$ cat src/rtl/mem_port_arbiter_if.sv
// mem_port_arbiter_if: core, debug and memory-side signals of the shared memory port
interface mem_port_arbiter_if;
  logic        i_core_req;
  logic        i_core_we;
  logic [31:0] i_core_addr;
  logic [31:0] i_core_wdata;
  logic [3:0]  i_core_bmask;
  logic        o_core_gnt;
  logic        o_core_rvalid;
  logic [31:0] o_core_rdata;
  logic        o_core_stall;
  logic        i_dbg_req;
  logic        i_dbg_we;
  logic [31:0] i_dbg_addr;
  logic [31:0] i_dbg_wdata;
  logic [3:0]  i_dbg_bmask;
  logic        o_dbg_gnt;
  logic        o_dbg_rvalid;
  logic [31:0] o_dbg_rdata;
  logic        o_mem_req;
  logic        o_mem_we;
  logic [31:0] o_mem_addr;
  logic [31:0] o_mem_wdata;
  logic [3:0]  o_mem_bmask;
  logic [31:0] i_mem_rdata;
  modport slave (
    input  i_core_req, i_core_we, i_core_addr, i_core_wdata, i_core_bmask,
    output o_core_gnt, o_core_rvalid, o_core_rdata, o_core_stall,
    input  i_dbg_req, i_dbg_we, i_dbg_addr, i_dbg_wdata, i_dbg_bmask,
    output o_dbg_gnt, o_dbg_rvalid, o_dbg_rdata,
    output o_mem_req, o_mem_we, o_mem_addr, o_mem_wdata, o_mem_bmask,
    input  i_mem_rdata
  );
  modport master (
    output i_core_req, i_core_we, i_core_addr, i_core_wdata, i_core_bmask,
    input  o_core_gnt, o_core_rvalid, o_core_rdata, o_core_stall,
    output i_dbg_req, i_dbg_we, i_dbg_addr, i_dbg_wdata, i_dbg_bmask,
    input  o_dbg_gnt, o_dbg_rvalid, o_dbg_rdata,
    input  o_mem_req, o_mem_we, o_mem_addr, o_mem_wdata, o_mem_bmask,
    output i_mem_rdata
  );
endinterface

$ cat src/rtl/mem_port_arbiter.sv
// mem_port_arbiter: shares one fixed-latency memory port between core and debug masters; ARB_STARVE_GUARD_EN enables the debug starvation guard
module mem_port_arbiter #(
  parameter int MEM_LAT    = 1,
  parameter int STARVE_MAX = 8
) (
  input logic               i_clk,
  input logic               i_reset,
  mem_port_arbiter_if.slave bus
);
  typedef enum logic [1:0] {IDLE, ISSUE, WAIT, RESP} state_t;
  state_t      r_state, w_next;
  logic [3:0]  r_lat;
  logic        r_sel_dbg, r_we;
  logic [31:0] r_addr, r_wdata;
  logic [3:0]  r_bmask;
  logic [31:0] r_core_rdata, r_dbg_rdata;
  logic        w_idle, w_pick_dbg, w_guard, w_done, w_core_gnt, w_dbg_gnt;
  if (MEM_LAT < 1 || MEM_LAT > 15 || STARVE_MAX < 1 || STARVE_MAX > 255) begin : g_param_chk
    $error("mem_port_arbiter: MEM_LAT or STARVE_MAX out of range");
  end
  assign w_idle     = r_state == IDLE;
  assign w_done     = r_state == WAIT && r_lat == 4'd0;
  assign w_pick_dbg = bus.i_dbg_req & (~bus.i_core_req | w_guard);
`ifdef ARB_STARVE_GUARD_EN
  logic [7:0] r_starve;
  // Count contested core wins, saturating; a debug win restarts the count
  always_ff @(posedge i_clk)
    if (i_reset) r_starve <= '0;
    else if (w_dbg_gnt) r_starve <= '0;
    else if (w_core_gnt && bus.i_dbg_req && r_starve != 8'(STARVE_MAX)) r_starve <= r_starve + 8'd1;
  assign w_guard = r_starve == 8'(STARVE_MAX);
`else
  assign w_guard = 1'b0;
`endif
  // State register
  always_ff @(posedge i_clk)
    if (i_reset) r_state <= IDLE;
    else r_state <= w_next;
  // Next state and same-cycle grants; grants only ever come from IDLE
  always_comb begin
    w_next     = r_state;
    w_core_gnt = w_idle & bus.i_core_req & ~w_pick_dbg;
    w_dbg_gnt  = w_idle & w_pick_dbg;
    if (w_core_gnt || w_dbg_gnt) w_next = ISSUE;
    else if (r_state == ISSUE) w_next = WAIT;
    else if (w_done) w_next = RESP;
    else if (r_state == RESP) w_next = IDLE;
  end
  // Latch the winner's payload, run the latency counter and capture read data
  always_ff @(posedge i_clk)
    if (i_reset) begin
      r_sel_dbg    <= 1'b0;
      r_we         <= 1'b0;
      r_addr       <= '0;
      r_wdata      <= '0;
      r_bmask      <= '0;
      r_lat        <= '0;
      r_core_rdata <= '0;
      r_dbg_rdata  <= '0;
    end else begin
      if (w_core_gnt || w_dbg_gnt) begin
        r_sel_dbg <= w_dbg_gnt;
        r_we      <= w_dbg_gnt ? bus.i_dbg_we    : bus.i_core_we;
        r_addr    <= w_dbg_gnt ? bus.i_dbg_addr  : bus.i_core_addr;
        r_wdata   <= w_dbg_gnt ? bus.i_dbg_wdata : bus.i_core_wdata;
        r_bmask   <= w_dbg_gnt ? bus.i_dbg_bmask : bus.i_core_bmask;
      end
      if (r_state == ISSUE) r_lat <= 4'(MEM_LAT - 1);
      else if (r_state == WAIT && r_lat != 4'd0) r_lat <= r_lat - 4'd1;
      if (w_done && !r_sel_dbg) r_core_rdata <= r_we ? '0 : bus.i_mem_rdata;
      if (w_done && r_sel_dbg) r_dbg_rdata <= r_we ? '0 : bus.i_mem_rdata;
    end
  assign bus.o_core_gnt    = w_core_gnt;
  assign bus.o_dbg_gnt     = w_dbg_gnt;
  assign bus.o_core_rvalid = r_state == RESP && !r_sel_dbg;
  assign bus.o_dbg_rvalid  = r_state == RESP && r_sel_dbg;
  assign bus.o_core_rdata  = r_core_rdata;
  assign bus.o_dbg_rdata   = r_dbg_rdata;
  assign bus.o_core_stall  = bus.i_core_req & ~bus.o_core_rvalid;
  assign bus.o_mem_req     = r_state == ISSUE;
  assign bus.o_mem_we      = r_we;
  assign bus.o_mem_addr    = r_addr;
  assign bus.o_mem_wdata   = r_wdata;
  assign bus.o_mem_bmask   = r_bmask;
endmodule

$ cat src/flat_wrapper.sv
// flat-port wrapper written by rule: the top's interface ports become plain ports
module mem_port_arbiter_flat 
#(
  parameter int MEM_LAT    = 1,
  parameter int STARVE_MAX = 8
)
  (i_clk, i_reset, bus_i_core_req, bus_i_core_we, bus_i_core_addr, bus_i_core_wdata, bus_i_core_bmask, bus_o_core_gnt, bus_o_core_rvalid, bus_o_core_rdata, bus_o_core_stall, bus_i_dbg_req, bus_i_dbg_we, bus_i_dbg_addr, bus_i_dbg_wdata, bus_i_dbg_bmask, bus_o_dbg_gnt, bus_o_dbg_rvalid, bus_o_dbg_rdata, bus_o_mem_req, bus_o_mem_we, bus_o_mem_addr, bus_o_mem_wdata, bus_o_mem_bmask, bus_i_mem_rdata);
  mem_port_arbiter_if bus_i ();
  input logic i_clk;
  input logic i_reset;
  input wire logic [$bits(bus_i.i_core_req)-1:0] bus_i_core_req;
  input wire logic [$bits(bus_i.i_core_we)-1:0] bus_i_core_we;
  input wire logic [$bits(bus_i.i_core_addr)-1:0] bus_i_core_addr;
  input wire logic [$bits(bus_i.i_core_wdata)-1:0] bus_i_core_wdata;
  input wire logic [$bits(bus_i.i_core_bmask)-1:0] bus_i_core_bmask;
  output wire logic [$bits(bus_i.o_core_gnt)-1:0] bus_o_core_gnt;
  output wire logic [$bits(bus_i.o_core_rvalid)-1:0] bus_o_core_rvalid;
  output wire logic [$bits(bus_i.o_core_rdata)-1:0] bus_o_core_rdata;
  output wire logic [$bits(bus_i.o_core_stall)-1:0] bus_o_core_stall;
  input wire logic [$bits(bus_i.i_dbg_req)-1:0] bus_i_dbg_req;
  input wire logic [$bits(bus_i.i_dbg_we)-1:0] bus_i_dbg_we;
  input wire logic [$bits(bus_i.i_dbg_addr)-1:0] bus_i_dbg_addr;
  input wire logic [$bits(bus_i.i_dbg_wdata)-1:0] bus_i_dbg_wdata;
  input wire logic [$bits(bus_i.i_dbg_bmask)-1:0] bus_i_dbg_bmask;
  output wire logic [$bits(bus_i.o_dbg_gnt)-1:0] bus_o_dbg_gnt;
  output wire logic [$bits(bus_i.o_dbg_rvalid)-1:0] bus_o_dbg_rvalid;
  output wire logic [$bits(bus_i.o_dbg_rdata)-1:0] bus_o_dbg_rdata;
  output wire logic [$bits(bus_i.o_mem_req)-1:0] bus_o_mem_req;
  output wire logic [$bits(bus_i.o_mem_we)-1:0] bus_o_mem_we;
  output wire logic [$bits(bus_i.o_mem_addr)-1:0] bus_o_mem_addr;
  output wire logic [$bits(bus_i.o_mem_wdata)-1:0] bus_o_mem_wdata;
  output wire logic [$bits(bus_i.o_mem_bmask)-1:0] bus_o_mem_bmask;
  input wire logic [$bits(bus_i.i_mem_rdata)-1:0] bus_i_mem_rdata;
  assign bus_i.i_core_req = bus_i_core_req;
  assign bus_i.i_core_we = bus_i_core_we;
  assign bus_i.i_core_addr = bus_i_core_addr;
  assign bus_i.i_core_wdata = bus_i_core_wdata;
  assign bus_i.i_core_bmask = bus_i_core_bmask;
  assign bus_o_core_gnt = bus_i.o_core_gnt;
  assign bus_o_core_rvalid = bus_i.o_core_rvalid;
  assign bus_o_core_rdata = bus_i.o_core_rdata;
  assign bus_o_core_stall = bus_i.o_core_stall;
  assign bus_i.i_dbg_req = bus_i_dbg_req;
  assign bus_i.i_dbg_we = bus_i_dbg_we;
  assign bus_i.i_dbg_addr = bus_i_dbg_addr;
  assign bus_i.i_dbg_wdata = bus_i_dbg_wdata;
  assign bus_i.i_dbg_bmask = bus_i_dbg_bmask;
  assign bus_o_dbg_gnt = bus_i.o_dbg_gnt;
  assign bus_o_dbg_rvalid = bus_i.o_dbg_rvalid;
  assign bus_o_dbg_rdata = bus_i.o_dbg_rdata;
  assign bus_o_mem_req = bus_i.o_mem_req;
  assign bus_o_mem_we = bus_i.o_mem_we;
  assign bus_o_mem_addr = bus_i.o_mem_addr;
  assign bus_o_mem_wdata = bus_i.o_mem_wdata;
  assign bus_o_mem_bmask = bus_i.o_mem_bmask;
  assign bus_i.i_mem_rdata = bus_i_mem_rdata;
  mem_port_arbiter #(.MEM_LAT(MEM_LAT), .STARVE_MAX(STARVE_MAX)) u_core (.i_clk(i_clk), .i_reset(i_reset), .bus(bus_i));
endmodule
$ cat config.mk
export PLATFORM = sky130hd
export DESIGN_NAME = mem_port_arbiter_flat
export DESIGN_NICKNAME = d
export VERILOG_FILES = /design/src/rtl/mem_port_arbiter_if.sv /design/src/rtl/mem_port_arbiter.sv /design/src/flat_wrapper.sv
export SDC_FILE = /design/constraint.sdc
export NUM_CORES = 1
export LEC_CHECK = 0
export BUFFER_PORTS_ARGS = -buffer_cell sky130_fd_sc_hd__buf_4
export CORE_AREA = 10 10 161 103
export DETAILED_ROUTE_END_ITERATION = 7
export DIE_AREA = 0 0 171 113
export GPL_TIMING_DRIVEN = 0
export MAX_ROUTING_LAYER = met4
export PLACE_DENSITY = 0.8
export SYNTH_ARGS = -nofsm -noshare
export SYNTH_HDL_FRONTEND = slang
export SYNTH_SLANG_ARGS = --single-unit
$ cat constraint.sdc
create_clock -name i_clk -period 1.75 [get_ports i_clk]
set_input_delay 0.35 -clock i_clk [delete_from_list [all_inputs] [get_ports i_clk]]
set_output_delay 0.35 -clock i_clk [all_outputs]
set_load 0.02 [all_outputs]
==> results.toml <==
[global_routing]
global_route_wire_length_before_repair_um = 36560
groute.usage.overall_pct = 24.70
maximum_number_of_pins_on_one_net_before_global_route_repair = 17
grt_antenna_before_repair = 0
grt-ovfl-total = 0
grt_pass1_vias = 6241

[synth]
syn-num-nets = 799
synth_top_area_share_pct = 45.16
post-synth-top-area-cell = "dfxtp_1"
count_of_mapped_cells_out_of_synthesis = 623
synth.ff_latch_count = 140
postSynthAreaPerCell_um2 = 9.961
synth.lib_cells_used.distinct = 30
synth_area_leaders = "dfxtp_1, mux2i_1, a22oi_2"
synth-seq-area-share_pct = 45.16
synth_area_mm2 = 0.006206
ys_warn_count = 0

[cells_and_area]
mostFrequentLayoutCell = "buf_4"
fin_cells = 1145
layout.filler_cells = 1065
layout.nets = 1134
postLayoutCellArea_mm2 = 0.009484
antenna_cells = 0
mostFrequentLayoutCells = "buf_4, dfxtp_1, a21oi_1, a211oi_1, mux2i_1"
areaGrowthSynthToFinish_pct = 52.82
share_of_cells_above_drive_strength_1_pct = 45.67

[setup_path]
criticalPathCategory = "reg2out"
cpPeakStageDelay_ns = 0.56
reg2reg_setup_slack_ns = 0.03
r2r.worst_path.cells = 5
arrival_ns = 1.59
critPathLaunchType = "flop"
cp-startpoint = "u_core.r_state[1]"
worstReg2RegEnd = "u_core.bus.o_mem_addr[4]"
reg2reg_from = "u_core.r_state[1]"
cp-end-kind = "primary output"
cp_slowest_cell = "or4b_4"
cp_max_fo = 4
cp_cell_sequence = "or4b_4, buf_12, clkinv_4, buf_6"
worst_ep_required_time_ns = 1.40

[drt]
drc_errors = 0
initialDrtViolationCount = 443
antenna_violating_nets_post_route = 0
drt_pre_antenna_iters = 5
wl_per_cell_um = 21.00
detail_route.wirelength_um = 24050
vias = 6168
drt-vias-per-instance = 5.387

[cts]
cts-buffers-inserted = 17
clk-insertion-delay-late_ns = 0.40
cts_hold_repair.buffers = 0
cts-htree-levels = 4
cts.reportedPaths.clkPinSlew_ns = 0.06
tritoncts_num_sinks = 140
cts_root_buf = "clkbuf_16"
cts_max_path_buffers = 2
clock_tree_from_tritoncts = "built"

[power_and_ir_drop]
sum_of_internal_switching_and_leakage_power_mw = 10.18
seqPwrFrac_pct = 36.5
pwr-share-clk_pct = 35.9
p_leak_nw = 4.490
swShare_pct = 31.02
total_switching_power_mw = 3.156
p_int_mw = 7.019
vdd_ir_max_v = 0.0005987
pwr_dens_mw_per_mm2 = 1073
power.share.combinational_pct = 27.6

[min_path]
kind_of_path_behind_the_tightest_hold_check = "in2reg"
hold_crit_start = "bus_i_mem_rdata[25]"
whs_endpoint = "u_core.bus.o_dbg_rdata[25]"
timing.hold.worst_path_depth = 3

[placement]
detailedPlacementHpwl_um = 19370
gp_weighted_congestion = 0.8869
io_buffer_count = 311
dpl_cell_area_mm2 = 0.008760
place.detailed.instances = 1109

[outcome]
violations_in_the_final_reports = "negative setup slack"
status = "finished with violations"

[sta]
setup_ws_ns = -0.1907
rsz0062_at_grt = "true"
drv_slew = 0
worst_clock_skew_ns = 0.01311
crit_share_post_route_pct = 110.9
slew-limit-headroom_pct = 60.77
hold_violations = 0
hold-worst-slack_ns = 0.2552
fmaxAchievable_mhz = 515.3
timing.final.setup_violations = 2
minimum_clock_period_after_layout_ns = 1.941
worst_slew_pin_slew_ns = 0.5884

[job]
max_cap_viol_count = 0

[floorplan]
design.portCount = 313
placementRows = 33
start_util_pct = 45.82
die_h_um = 113
fp.coreArea_mm2 = 0.01354
horizontal_extent_of_the_die_um = 171
floorplan.die_area_mm2 = 0.01932
[cells by family (layout without fill, tap and decap cells)]
group | count (synthesis) | after routing | share of synthesized area, %
AO/OA/AOI/OAI | 214 | 214 | 26.88
flip-flops | 140 | 140 | 45.16
AND/OR/NAND/NOR | 125 | 125 | 10.56
buffers and inverters | 75 | 422 | 6.190
multiplexers | 67 | 67 | 10.81
adder cells (fa/ha/maj) | 2 | 2 | 0.4032
[state kept, by name (all words and copies together) (netlist names)]
register and flops:
u_core.bus.o_core_rdata 32, u_core.bus.o_dbg_rdata 32, u_core.bus.o_mem_addr 32, u_core.bus.o_mem_bmask 4, u_core.bus.o_mem_wdata 32, u_core.bus.o_mem_we 1
u_core.r_lat 4, u_core.r_sel_dbg 1, u_core.r_state 2
[synthesized netlist by cell type, drive strengths merged]
cell type    n
o21a         1
nand4b       1
ha           2
or4b         1
nand4        2
inv          5
a31oi        1
nand2b       3
a22oi       69
nand3b      33
or2          1
a21oi       72
mux2i       67
a211oi      70
nand2       66
a21bo        1
nor4bb       1
and3         2
dfxtp      140
buf         35
nor2         5
nor2b        3
and2         2
clkbuf      35
nand3        5
[worst max-delay path by stage]
stage	to	slack [ns]
after floorplan	bus_o_dbg_gnt	0.03
after global placement	u_core.bus.o_dbg_rdata[6]	-0.18
after detailed placement	u_core.bus.o_dbg_rdata[19]	-0.25
after CTS	bus_o_dbg_gnt	-0.33
after global routing	bus_o_dbg_gnt	-0.25
final	bus_o_dbg_gnt	-0.19
[critical path, delay by kind of cell (launching register included)]
family / cells / cell delay (ns)
buf+inv: 3 / 0.28
flops: 1 / 0.36
simple gates: 1 / 0.56
[what timing repair did]
action | in CTS | in global routing
pin swaps | 2 | 4
setup endpoints to repair | 37 | 133
cloned | 0 | 0
gates resized for setup | 21 | 12
buffers inserted | 3 | 6
[final cells by class]
cell class / instances / area (µm²) / area share [%]
Tap cell: 175 / 219.0 / 2.309
Inverter: 5 / 23.77 / 0.2507
Timing Repair Buffer: 320 / 2410 / 25.41
Clock inverter: 12 / 163.9 / 1.728
Buffer: 66 / 367.9 / 3.879
Multi-Input combinational cell: 408 / 3057 / 32.23
Sequential cell: 140 / 2810 / 29.63
Clock buffer: 19 / 432.9 / 4.565
[metrics by stage]
| stage | setup slack [ns] | utilization [%] | TNS, ns |
|---|---|---|---|
| 2_1_floorplan | 0.03366 | - | 0 |
| 3_3_place_gp | -0.1788 | 64.68 | -7.926 |
| 3_5_place_dp | -0.2504 | 64.68 | -10.91 |
| 4_1_cts | -0.3269 | 69.76 | -1.661 |
| 5_1_grt | -0.2488 | 70.03 | -0.5118 |
| 6_report | -0.1907 | 70.03 | -0.2385 |
[power by group through the flow]
stage	clock network, mW	registers (mW)	logic, mW
after floorplan	0	4.12	1.14
after global placement	0	3.75	2.71
after detailed placement	0	3.76	2.74
after CTS	3.70	3.70	2.79
after global routing	3.83	3.74	3.01
final	3.66	3.71	2.81
[metal layers]
metal | share of wire (%) | GRT usage, % | vias to the layer above
li1 | - | - | 2988
met1 | 46 | 32.97 | 2962
met2 | 47 | 37.30 | 198
met3 | 5.5 | 4.859 | 20
met4 | 1.5 | 6.636 | 0
met5 | 0 | - | -
(Power assumes the default switching activity.)
